`config.mk`:
```
export PLATFORM = sky130hd
export DESIGN_NAME = mrd_st_source
export DESIGN_NICKNAME = d
export VERILOG_FILES = /design/src/rtl/mrd_pkg.sv /design/src/rtl/mrd_digitrev_cnt.sv /design/src/rtl/mrd_st_source.sv
export SDC_FILE = /design/constraint.sdc
export NUM_CORES = 1
export LEC_CHECK = 0
export CAP_MARGIN = 20
export CORE_MARGIN = 5
export CORE_UTILIZATION = 45
export DETAILED_ROUTE_END_ITERATION = 8
export GPL_TIMING_DRIVEN = 0
export MAX_ROUTING_LAYER = met4
export PLACE_DENSITY = 0.65
export SETUP_SLACK_MARGIN = 0.4
export SYNTH_ARGS = -nofsm -noshare
export SYNTH_HDL_FRONTEND = slang
export SYNTH_SLANG_ARGS = --single-unit
```
`constraint.sdc`:
```
create_clock -name clk -period 21.2 [get_ports clk]
set_clock_uncertainty 0.15 [all_clocks]
set_input_delay 4.24 -clock clk [delete_from_list [all_inputs] [get_ports clk]]
set_output_delay 4.24 -clock clk [all_outputs]
set_load 0.005 [all_outputs]
```
`src/rtl/mrd_pkg.sv`:
```
// Shared constants and types for the mixed-radix DFT output streamer.
// Holds default sizes, the factor type and the streamer FSM encoding.
package mrd_pkg;

  localparam int NFMAX = 6;
  localparam int AW    = 11;
  localparam int DW    = 18;

  typedef logic [2:0]    factor_t;
  typedef logic [AW-1:0] addr_t;
  typedef logic [1:0]    state_t;

  localparam state_t ST_IDLE  = 2'd0;
  localparam state_t ST_SETUP = 2'd1;
  localparam state_t ST_RUN   = 2'd2;
  localparam state_t ST_DRAIN = 2'd3;

endpackage

```
`src/rtl/mrd_digitrev_cnt.sv`:
```
// Mixed-radix digit counter with an incrementally kept digit-reversed address.
// Ports: clk/rst, load (clear), step (advance), nf_i/f_i factor list,
// q_i weights, w_i wrap decrements -> addr_o current address, last_o all digits at max.
module mrd_digitrev_cnt
  import mrd_pkg::*;
#(
  parameter int AW    = mrd_pkg::AW,
  parameter int NFMAX = mrd_pkg::NFMAX
) (
  input  logic                       clk,
  input  logic                       rst,
  input  logic                       load,
  input  logic                       step,
  input  logic [2:0]                 nf_i,
  input  factor_t [0:NFMAX-1]        f_i,
  input  logic [NFMAX-1:0][AW-1:0]   q_i,
  input  logic [NFMAX-1:0][AW-1:0]   w_i,
  output logic [AW-1:0]              addr_o,
  output logic                       last_o
);

  factor_t [0:NFMAX-1] c_q, c_d;
  logic [AW-1:0]       a_q, a_d;
  logic                carry;

  // Digit nf_i-1 is the fastest; a carry ripples toward digit 0.
  always_comb begin
    c_d   = c_q;
    a_d   = a_q;
    carry = 1'b1;
    for (int i = NFMAX - 1; i >= 0; i--) begin
      if (carry && (i < int'(nf_i))) begin
        if (c_q[i] == f_i[i] - 3'd1) begin
          c_d[i] = '0;
          a_d    = a_d - w_i[i];
        end else begin
          c_d[i] = c_q[i] + 3'd1;
          a_d    = a_d + q_i[i];
          carry  = 1'b0;
        end
      end
    end
  end

  always_comb begin
    last_o = 1'b1;
    for (int i = 0; i < NFMAX; i++) begin
      if ((i < int'(nf_i)) && (c_q[i] != f_i[i] - 3'd1)) begin
        last_o = 1'b0;
      end
    end
  end

  always_ff @(posedge clk or posedge rst) begin
    if (rst) begin
      c_q <= '0;
      a_q <= '0;
    end else if (load) begin
      c_q <= '0;
      a_q <= '0;
    end else if (step) begin
      c_q <= c_d;
      a_q <= a_d;
    end
  end

  assign addr_o = a_q;

endmodule

```
`src/rtl/mrd_st_source.sv`:
```
// Streams a finished mixed-radix DFT frame out of result memory in natural order.
// Ports: start/size_in/exp_in/NumOfFactors/Nf frame setup; busy/err status;
// rd_en/rd_addr/rd_real/rd_imag memory read; valid/sop/eop/dout_*/exp/size/done stream.
module mrd_st_source
  import mrd_pkg::*;
#(
  parameter int DW     = mrd_pkg::DW,
  parameter int AW     = mrd_pkg::AW,
  parameter int NFMAX  = mrd_pkg::NFMAX,
  parameter int RD_LAT = 2
) (
  input  logic                 clk,
  input  logic                 rst,
  input  logic                 start,
  input  logic [5:0]           size_in,
  input  logic [3:0]           exp_in,
  input  logic [2:0]           NumOfFactors,
  input  factor_t [0:NFMAX-1]  Nf,
  output logic                 busy,
  output logic                 err,
  output logic                 rd_en,
  output logic [AW-1:0]        rd_addr,
  input  logic [DW-1:0]        rd_real,
  input  logic [DW-1:0]        rd_imag,
  output logic                 valid,
  output logic                 sop,
  output logic                 eop,
  output logic [DW-1:0]        dout_real,
  output logic [DW-1:0]        dout_imag,
  output logic [3:0]           exp,
  output logic [5:0]           size,
  output logic                 done
);

  localparam int SW = $clog2(NFMAX);

  state_t                   st_q, st_d;
  logic [2:0]               nf_q;
  factor_t [0:NFMAX-1]      f_q;
  logic [NFMAX-1:0][AW-1:0] q_q, w_q;
  logic [SW-1:0]            sc_q;
  logic [2:0]               dc_q;
  logic                     first_q;
  logic                     err_q;
  logic [5:0]               size_lat_q, size_q;
  logic [3:0]               exp_lat_q, exp_q;
  logic [RD_LAT-1:0]        vld_p, sop_p, eop_p;

  logic          ok, accept, setup_end, last;
  logic [AW-1:0] mq, mw, cnt_addr;

  always_comb begin
    ok = (NumOfFactors != 3'd0) && (int'(NumOfFactors) <= NFMAX);
    for (int i = 0; i < NFMAX; i++) begin
      if ((i < int'(NumOfFactors)) && ((Nf[i] < 3'd2) || (Nf[i] > 3'd5))) begin
        ok = 1'b0;
      end
    end
  end

  assign accept    = start && (st_q == ST_IDLE) && ok;
  assign setup_end = (st_q == ST_SETUP) && (sc_q == SW'(NFMAX - 1));

  // One weight per SETUP cycle: Q[k+1] = Q[k]*Nf[k], W[k] = Q[k]*(Nf[k]-1).
  assign mq = q_q[sc_q] * AW'(f_q[sc_q]);
  assign mw = q_q[sc_q] * AW'(f_q[sc_q] - 3'd1);

  always_comb begin
    st_d = st_q;
    case (st_q)
      ST_IDLE:  if (accept) st_d = ST_SETUP;
      ST_SETUP: if (setup_end) st_d = ST_RUN;
      ST_RUN:   if (last) st_d = ST_DRAIN;
      ST_DRAIN: if (dc_q == 3'(RD_LAT - 1)) st_d = ST_IDLE;
      default:  st_d = ST_IDLE;
    endcase
  end

  mrd_digitrev_cnt #(
    .AW    (AW),
    .NFMAX (NFMAX)
  ) u_cnt (
    .clk    (clk),
    .rst    (rst),
    .load   (setup_end),
    .step   (rd_en),
    .nf_i   (nf_q),
    .f_i    (f_q),
    .q_i    (q_q),
    .w_i    (w_q),
    .addr_o (cnt_addr),
    .last_o (last)
  );

  always_ff @(posedge clk or posedge rst) begin
    if (rst) begin
      st_q       <= ST_IDLE;
      nf_q       <= '0;
      f_q        <= '0;
      q_q        <= '0;
      w_q        <= '0;
      sc_q       <= '0;
      dc_q       <= '0;
      first_q    <= 1'b0;
      err_q      <= 1'b0;
      size_lat_q <= '0;
      exp_lat_q  <= '0;
      size_q     <= '0;
      exp_q      <= '0;
      vld_p      <= '0;
      sop_p      <= '0;
      eop_p      <= '0;
    end else begin
      st_q    <= st_d;
      err_q   <= start && (st_q == ST_IDLE) && !ok;
      first_q <= (st_q == ST_SETUP);
      if (accept) begin
        nf_q       <= NumOfFactors;
        f_q        <= Nf;
        size_lat_q <= size_in;
        exp_lat_q  <= exp_in;
        q_q[0]     <= AW'(1);
        sc_q       <= '0;
      end
      if (st_q == ST_SETUP) begin
        sc_q <= sc_q + 1'b1;
        for (int i = 0; i < NFMAX; i++) begin
          if (int'(sc_q) == i) w_q[i] <= mw;
          if (int'(sc_q) + 1 == i) q_q[i] <= mq;
        end
      end
      if (st_q == ST_DRAIN) dc_q <= dc_q + 3'd1;
      else dc_q <= '0;
      vld_p[0] <= rd_en;
      sop_p[0] <= rd_en && first_q;
      eop_p[0] <= rd_en && last;
      for (int i = 1; i < RD_LAT; i++) begin
        vld_p[i] <= vld_p[i-1];
        sop_p[i] <= sop_p[i-1];
        eop_p[i] <= eop_p[i-1];
      end
      exp_q  <= exp;
      size_q <= size;
    end
  end

  assign busy    = (st_q != ST_IDLE);
  assign err     = err_q;
  assign rd_en   = (st_q == ST_RUN);
  assign rd_addr = rd_en ? cnt_addr : '0;

  assign valid     = vld_p[RD_LAT-1];
  assign sop       = sop_p[RD_LAT-1];
  assign eop       = eop_p[RD_LAT-1];
  assign done      = eop;
  assign dout_real = valid ? rd_real : '0;
  assign dout_imag = valid ? rd_imag : '0;

  // Frame tags switch over exactly on the sop sample, then hold.
  assign exp  = sop ? exp_lat_q : exp_q;
  assign size = sop ? size_lat_q : size_q;

endmodule

```
# == After elaboration in Yosys (flattened, before gate mapping) ==
# Cells that the tools add are included.
# totals
ff_bits,218
input_bits,70
output_inout_bits,64
# op_classes
n_addsub,28
mul,2
order_cmp,27
eq_ne,31
muxes,71
bitwise_logic,1
reduce_logical,62
# op_table
cell,n
$mux W11,19
$mux W18,4
$add A11 B11 Y11,6
$sub A11 B11 Y11,6
$eq A32 B3 Y1 const B,2
$mux W3,17
$reduce_and A2 Y1,17
$bmux W11 S3,1
$eq A32 B2 Y1 const B,1
$eq A32 B4 Y1 const B,1
$logic_not A32 Y1,1
$add A3 B1 Y3 const B,8
$logic_and A1 B1 Y1,24
$mux W1,22
$eq A3 B3 Y1,6
$gt A3 B3 Y1 const B,6
$lt A3 B2 Y1 const B,6
$ne A3 B3 Y1,6
$reduce_bool A2 Y1,9
$sub A3 B1 Y3 const B,6
$eq A3 B3 Y1 const B,5
$lt A1 B3 Y1 const A,4
$lt A2 B3 Y1 const A,4
$lt A3 B3 Y1 const A,4
other kinds (26),37

# == Longest topological paths before layout ==
# depth
ltp_word,21
mapped_depth,52

# == Modules after synthesis ==
# From an unflattened synthesis, not the netlist that was laid out.
# hier_totals
cells_unflattened,1835
hier_area_um2,16758.6
# modules_own_cells
module,n_inst,cells_per_inst,area_per_inst_um2,seq_area_each_um2
mrd_st_source,1,902,9878.2,4729.5
mrd_digitrev_cnt,1,933,6880.3,725.7

# == Worst setup path before layout ==
# OpenSTA, ideal clock, no wires.
# synth_path
path_kind,flip-flop to flip-flop
from,register f_q[0] (netlist bit)
to,"register u_cnt.a_q[10], in the netlist u_cnt.addr_o[10]"
setup_ps,69
t_arrival_ps,8891
t_required_ps,20981
slack_ps,12090
stages_incl_launch_ff,46
period_less_slack_ps,9110
path_cell_list,dfrtp_1 -> inv_1 -> ha_1 -> xnor2_1 -> nor2_1 -> nand2_1 -> clkbuf_1 -> inv_1 -> o21ai_0 -> ha_1 -> inv_1 -> fa_1 -> mux2i_1 -> inv_1 -> ha_1 -> nor2b_4 -> o31a_1 -> o21a_1 -> [10 not listed] -> o21a_1 -> o21a_1 -> or3_1 -> a31oi_1 -> o22ai_1 -> ha_1 -> a21boi_0 -> o21ai_0 -> o21a_1 -> ha_1 -> a21oi_1 -> xor2_1 -> nor2_1 -> xnor2_1 -> xnor2_1 -> xnor3_1 -> or4_1 -> nand3_1
# synth_between
elab_chain_cells,21
# synth_rtl
element,line,text
start: declaration,mrd_st_source.sv:39,factor_t [0:NFMAX-1] f_q;
start signal: assignment,mrd_st_source.sv:119,f_q <= Nf;
$sub A3 B1 Y3 (*),mrd_digitrev_cnt.sv:33,if (c_q[i] == f_i[i] - 3'd1) begin
$eq A3 B3 Y1 (*),mrd_digitrev_cnt.sv:33,
$mux W11,mrd_digitrev_cnt.sv:33,
$mux W11,mrd_digitrev_cnt.sv:32,if (carry && (i < int'(nf_i))) begin
$add A11 B11 Y11 / $sub A11 B11 Y11 (equally long branches),"mrd_digitrev_cnt.sv:38, mrd_digitrev_cnt.sv:35",
$mux W11,mrd_digitrev_cnt.sv:33,
$mux W11,mrd_digitrev_cnt.sv:32,
$add A11 B11 Y11 / $sub A11 B11 Y11 (equally long branches),"mrd_digitrev_cnt.sv:38, mrd_digitrev_cnt.sv:35",
[5 not listed],n/a,
$add A11 B11 Y11 / $sub A11 B11 Y11 (equally long branches),"mrd_digitrev_cnt.sv:38, mrd_digitrev_cnt.sv:35",
$mux W11,mrd_digitrev_cnt.sv:33,
$mux W11,mrd_digitrev_cnt.sv:32,
$add A11 B11 Y11 / $sub A11 B11 Y11 (equally long branches),"mrd_digitrev_cnt.sv:38, mrd_digitrev_cnt.sv:35",
$mux W11,mrd_digitrev_cnt.sv:33,
$mux W11 (*),mrd_digitrev_cnt.sv:32,
$mux W11 (*),mrd_digitrev_cnt.sv:61,end else if (step) begin
$mux W11 (*),mrd_digitrev_cnt.sv:58,end else if (load) begin
end signal: assignment,mrd_digitrev_cnt.sv:57,a_q <= '0;
end signal: assignment,mrd_digitrev_cnt.sv:60,a_q <= '0;
end signal: assignment,mrd_digitrev_cnt.sv:63,a_q <= a_d;
end: declaration,mrd_digitrev_cnt.sv:23,"logic [AW-1:0] a_q, a_d;"
# Mark *: on every way between the ends. The rest lies on a longest branch, timed or not. The select of a mux whose other input is x is not followed.
# A chain may end at the register's enable or synchronous reset.

# == Final worst setup path ==
# Same ends and word-level chain as after synthesis.

==> flow_summary.json <==
{
  "routedWlPerCell_um": 20.5,
  "clkTransAtPathRegs_ns": 0.07,
  "synth-xor-area-share_pct": 8.06,
  "dr.pass1.iters": 5,
  "ios": 134,
  "dp.cells": 2494,
  "cts_root_buf": "clkbuf_16",
  "synth-seq-cells": 218,
  "start_kind": "register",
  "dpl_cell_area_mm2": 0.0185,
  "drt_iter0_markers": 1073,
  "drt-vias-per-instance": 5.72,
  "die_h_um": 202,
  "cts_resized": 0,
  "cts_sinks": 218,
  "synth-async-reset-ratio_pct": 100,
  "yosys-mux-area-fraction_pct": 8.44,
  "post_cts_buffers": 0,
  "num_rows": 70,
  "finalSetupViolCount": 0,
  "worst_slew_pin_slew_ns": 1.08,
  "dpl.hpwl_mm": 41.5,
  "period_minus_slack_ns": 10.97,
  "critPathKind": "reg2reg",
  "yosysWarningCount": 0,
  "synth.top_cells.by_area": "dfrtp_1, ha_1, nand2_1",
  "start_util_pct": 45.4,
  "synth_edf_count": 0,
  "gr-total-overflow": 0,
  "postCtsHoldBufs": 0,
  "fmax_ghz": 0.0911,
  "cts_tree": "yes",
  "cellPowerDensity_mw_per_mm2": 46.9,
  "cp.arrival_ns": 11.30,
  "synthesis.nets": 2110,
  "slew_viol_final": 0,
  "peakVddDrop_uv": 59.6,
  "final_area_mm2": 0.0194,
  "remaining_drc_errors": 0,
  "antenna_cells": 0,
  "syn_avg_cell_area_um2": 8.74,
  "synth-compound-area-share_pct": 15.3,
  "synth_top_area_share_pct": 33.0,
  "cts_made_buffers": 26,
  "p_leak_nw": 8.65,
  "routabilityCongestion": 0.945,
  "setup_tns_ns": 0,
  "ctsLongestPathBuffers": 3,
  "seq_area_frac_synth_pct": 33.0,
  "clock_latency_ns": 0.54,
  "fin_util_pct": 53.2,
  "core_area_mm2": 0.0364,
  "nets": 2272,
  "rsz0062_at_grt": "no",
  "syn_to_final_growth_pct": 17.1,
  "yosys.area_share.adder_pct": 12.6,
  "grt_start_max_net_pins": 112,
  "syn_inst": 1892,
  "die_width_um": 202,
  "synth_top_cell_by_area": "dfrtp_1",
  "post-route-period-util_pct": 51.8,
  "cp-end-kind": "register",
  "slowest_delay_ns": 0.51,
  "via_count": 14547,
  "antenna_found_initial": 0,
  "synthFlopType": "dfrtp_1",
  "synth.distinct_cells": 77,
  "cp_slowest_cell": "or4_1",
  "track_usage_pct": 25.8,
  "required_ns": 21.53,
  "grt_pass1_wl_mm": 80.6,
  "die_area_mm2": 0.0407,
  "worstHoldPathType": "reg2reg",
  "htree_num_levels": 1,
  "slew_headroom_pct": 27.7,
  "synth_simple_gate_area_share_pct": 18.1,
  "stdcell_count": 2541,
  "crit_fanout": 10,
  "status": "finished clean",
  "hold_violations": 0,
  "synth_top_family_by_area": "simple AND/OR/NAND/NOR gates",
  "grt_pass1_vias": 14101,
  "path_common_cell": "ha_1",
  "ant_nets": 0,
  "netlist_area_mm2": 0.0165,
  "maxCapViolations": 0,
  "port_buffers": 133,
  "wirelength_mm": 52.1,
  "drive_gt1_share_pct": 7.43
}
-- final cells by class --
cell class,count,area [µm²]
fill,3387,17100
multi-input combinational,1477,10300
sequential,218,5460
timing repair buffer,134,1360
clock buffer,35,756
tap,468,586
inverter,119,454
buffer,78,307
clock inverter,12,119
-- through the flow --
step                      hold slack (ns)  total power, mW  worst slack (ns)
after global routing                0.216            0.934              9.20
after CTS                           0.201            0.914             10.28
after global placement              0.182            0.458              7.98
final                               0.199            0.908             10.23
after floorplan                     0.181            0.435             10.85
after detailed placement            0.188            0.459             10.34
-- power by group --
group	total [mW]	switching, mW	internal, mW
combinational	0.0345	0.0145	0.0200
sequential	0.416	0	0.416
clock	0.457	0.184	0.273
-- cells in the mapped netlist, drive strengths merged (3+ instances only) --
master / number
a211oi: 7
a21boi: 6
a21o: 20
a21oi: 87
a311oi: 4
a31o: 4
a31oi: 10
a41oi: 3
and2: 55
and3: 8
buf: 14
clkbuf: 64
dfrtp: 218
fa: 31
ha: 117
inv: 117
mux2: 62
mux2i: 37
mux4: 14
nand2: 285
nand2b: 13
nand3: 32
nand3b: 7
nand4: 9
nor2: 125
nor2b: 17
nor3: 31
nor3b: 10
nor4: 8
nor4b: 5
o2111ai: 4
o211ai: 6
o21a: 13
o21ai: 219
o21bai: 12
o22ai: 12
o31a: 4
o31ai: 5
or2: 8
or3: 16
or4: 6
xnor2: 70
xor2: 73
-- placed cells by master, fill, tap and decap left out, types with 7 or more instances in the layout --
master           synthesis  layout
dfrtp_1                218     218
o21a_1                  13      13
or2_2                    8       8
nand4_1                  9       9
nand3_1                 31      31
nor2b_1                 16      16
xnor2_1                 69      69
o21bai_1                12      12
o21ai_0                213     213
a21o_1                  20      20
a211oi_1                 7       7
or3_1                   16      16
mux4_2                  14      14
mux2i_1                 36      36
inv_1                  117     116
clkdlybuf4s50_1          0     133
nor3b_1                 10      10
nand3b_1                 7       7
buf_1                    9       9
o22ai_1                 12      12
nand2b_1                13      13
and2_1                  55      55
xor2_1                  73      73
a31oi_1                  9       9
nor3_1                  31      31
nor4_1                   8       8
clkbuf_1                64      67
nor2_1                 124     124
a21oi_1                 87      87
and3_1                   8       8
fa_1                    31      31
ha_1                   117     117
clkbuf_16                0      27
clkinv_2                 0       7
mux2_2                  62      62
nand2_1                285     285
-- path summary, 6_finish.rpt --
kind                                     from                           end  slack, ns  cells after the start
max                        f_q[0]$_DFFE_PP0P_  u_cnt.addr_o[10]$_DFFE_PP0P_      10.23                     49
max reg2reg                f_q[0]$_DFFE_PP0P_  u_cnt.addr_o[10]$_DFFE_PP0P_      10.23                     49
max in group asynchronous                 rst           q_q[29]$_DFFE_PP0P_      15.75                      3
min reg2reg                eop_p[0]$_DFF_PP0_            eop_p[1]$_DFF_PP0_       0.20                      0
min in group asynchronous                 rst     u_cnt.c_q[16]$_DFFE_PP0P_       4.11                      2
min                        eop_p[0]$_DFF_PP0_            eop_p[1]$_DFF_PP0_       0.20                      0
-- per-layer routing --
| layer | global-route usage, % | part of all wire, % | vias to the layer above |
|---|---|---|---|
| li1 | - | - | 6849 |
| met1 | 35.1 | 44 | 7033 |
| met2 | 41.0 | 45 | 576 |
| met3 | 3.13 | 6.7 | 89 |
| met4 | 7.54 | 3.4 | 0 |
| met5 | - | 0 | - |
-- flip-flops by register name, indices dropped and copies added (netlist names) --
name / flops
q_q: 66
w_q: 66
f_q: 18
u_cnt.c_q: 18
u_cnt.addr_o: 11
size_lat_q: 6
size_q: 6
exp_lat_q: 4
exp_q: 4
dc_q: 3
nf_q: 3
sc_q: 3
eop_p: 2
sop_p: 2
st_q: 2
vld_p: 2
err: 1
first_q: 1
-- kinds of logic after synthesis --
| logic type | after synthesis |
|---|---|
| AOI/OAI and AO/OA | 428 |
| xor gates and xnor gates | 146 |
| adders and majority gates | 148 |
| buffers and inverters | 197 |
| DFF | 218 |
| muxes | 113 |
| and+or+nand+nor | 642 |
-- worst max-delay path: cells and delay by family, from the launching register on --
kind / cells / cell delay (ns)
compound gates: 15 / 3.31
fa+ha+maj: 8 / 2.56
simple gates: 12 / 1.71
xor+xnor: 7 / 1.48
buf+inv: 6 / 0.87
flops: 1 / 0.43
mux: 1 / 0.41
No activity file was read; power rests on OpenSTA's default activity.
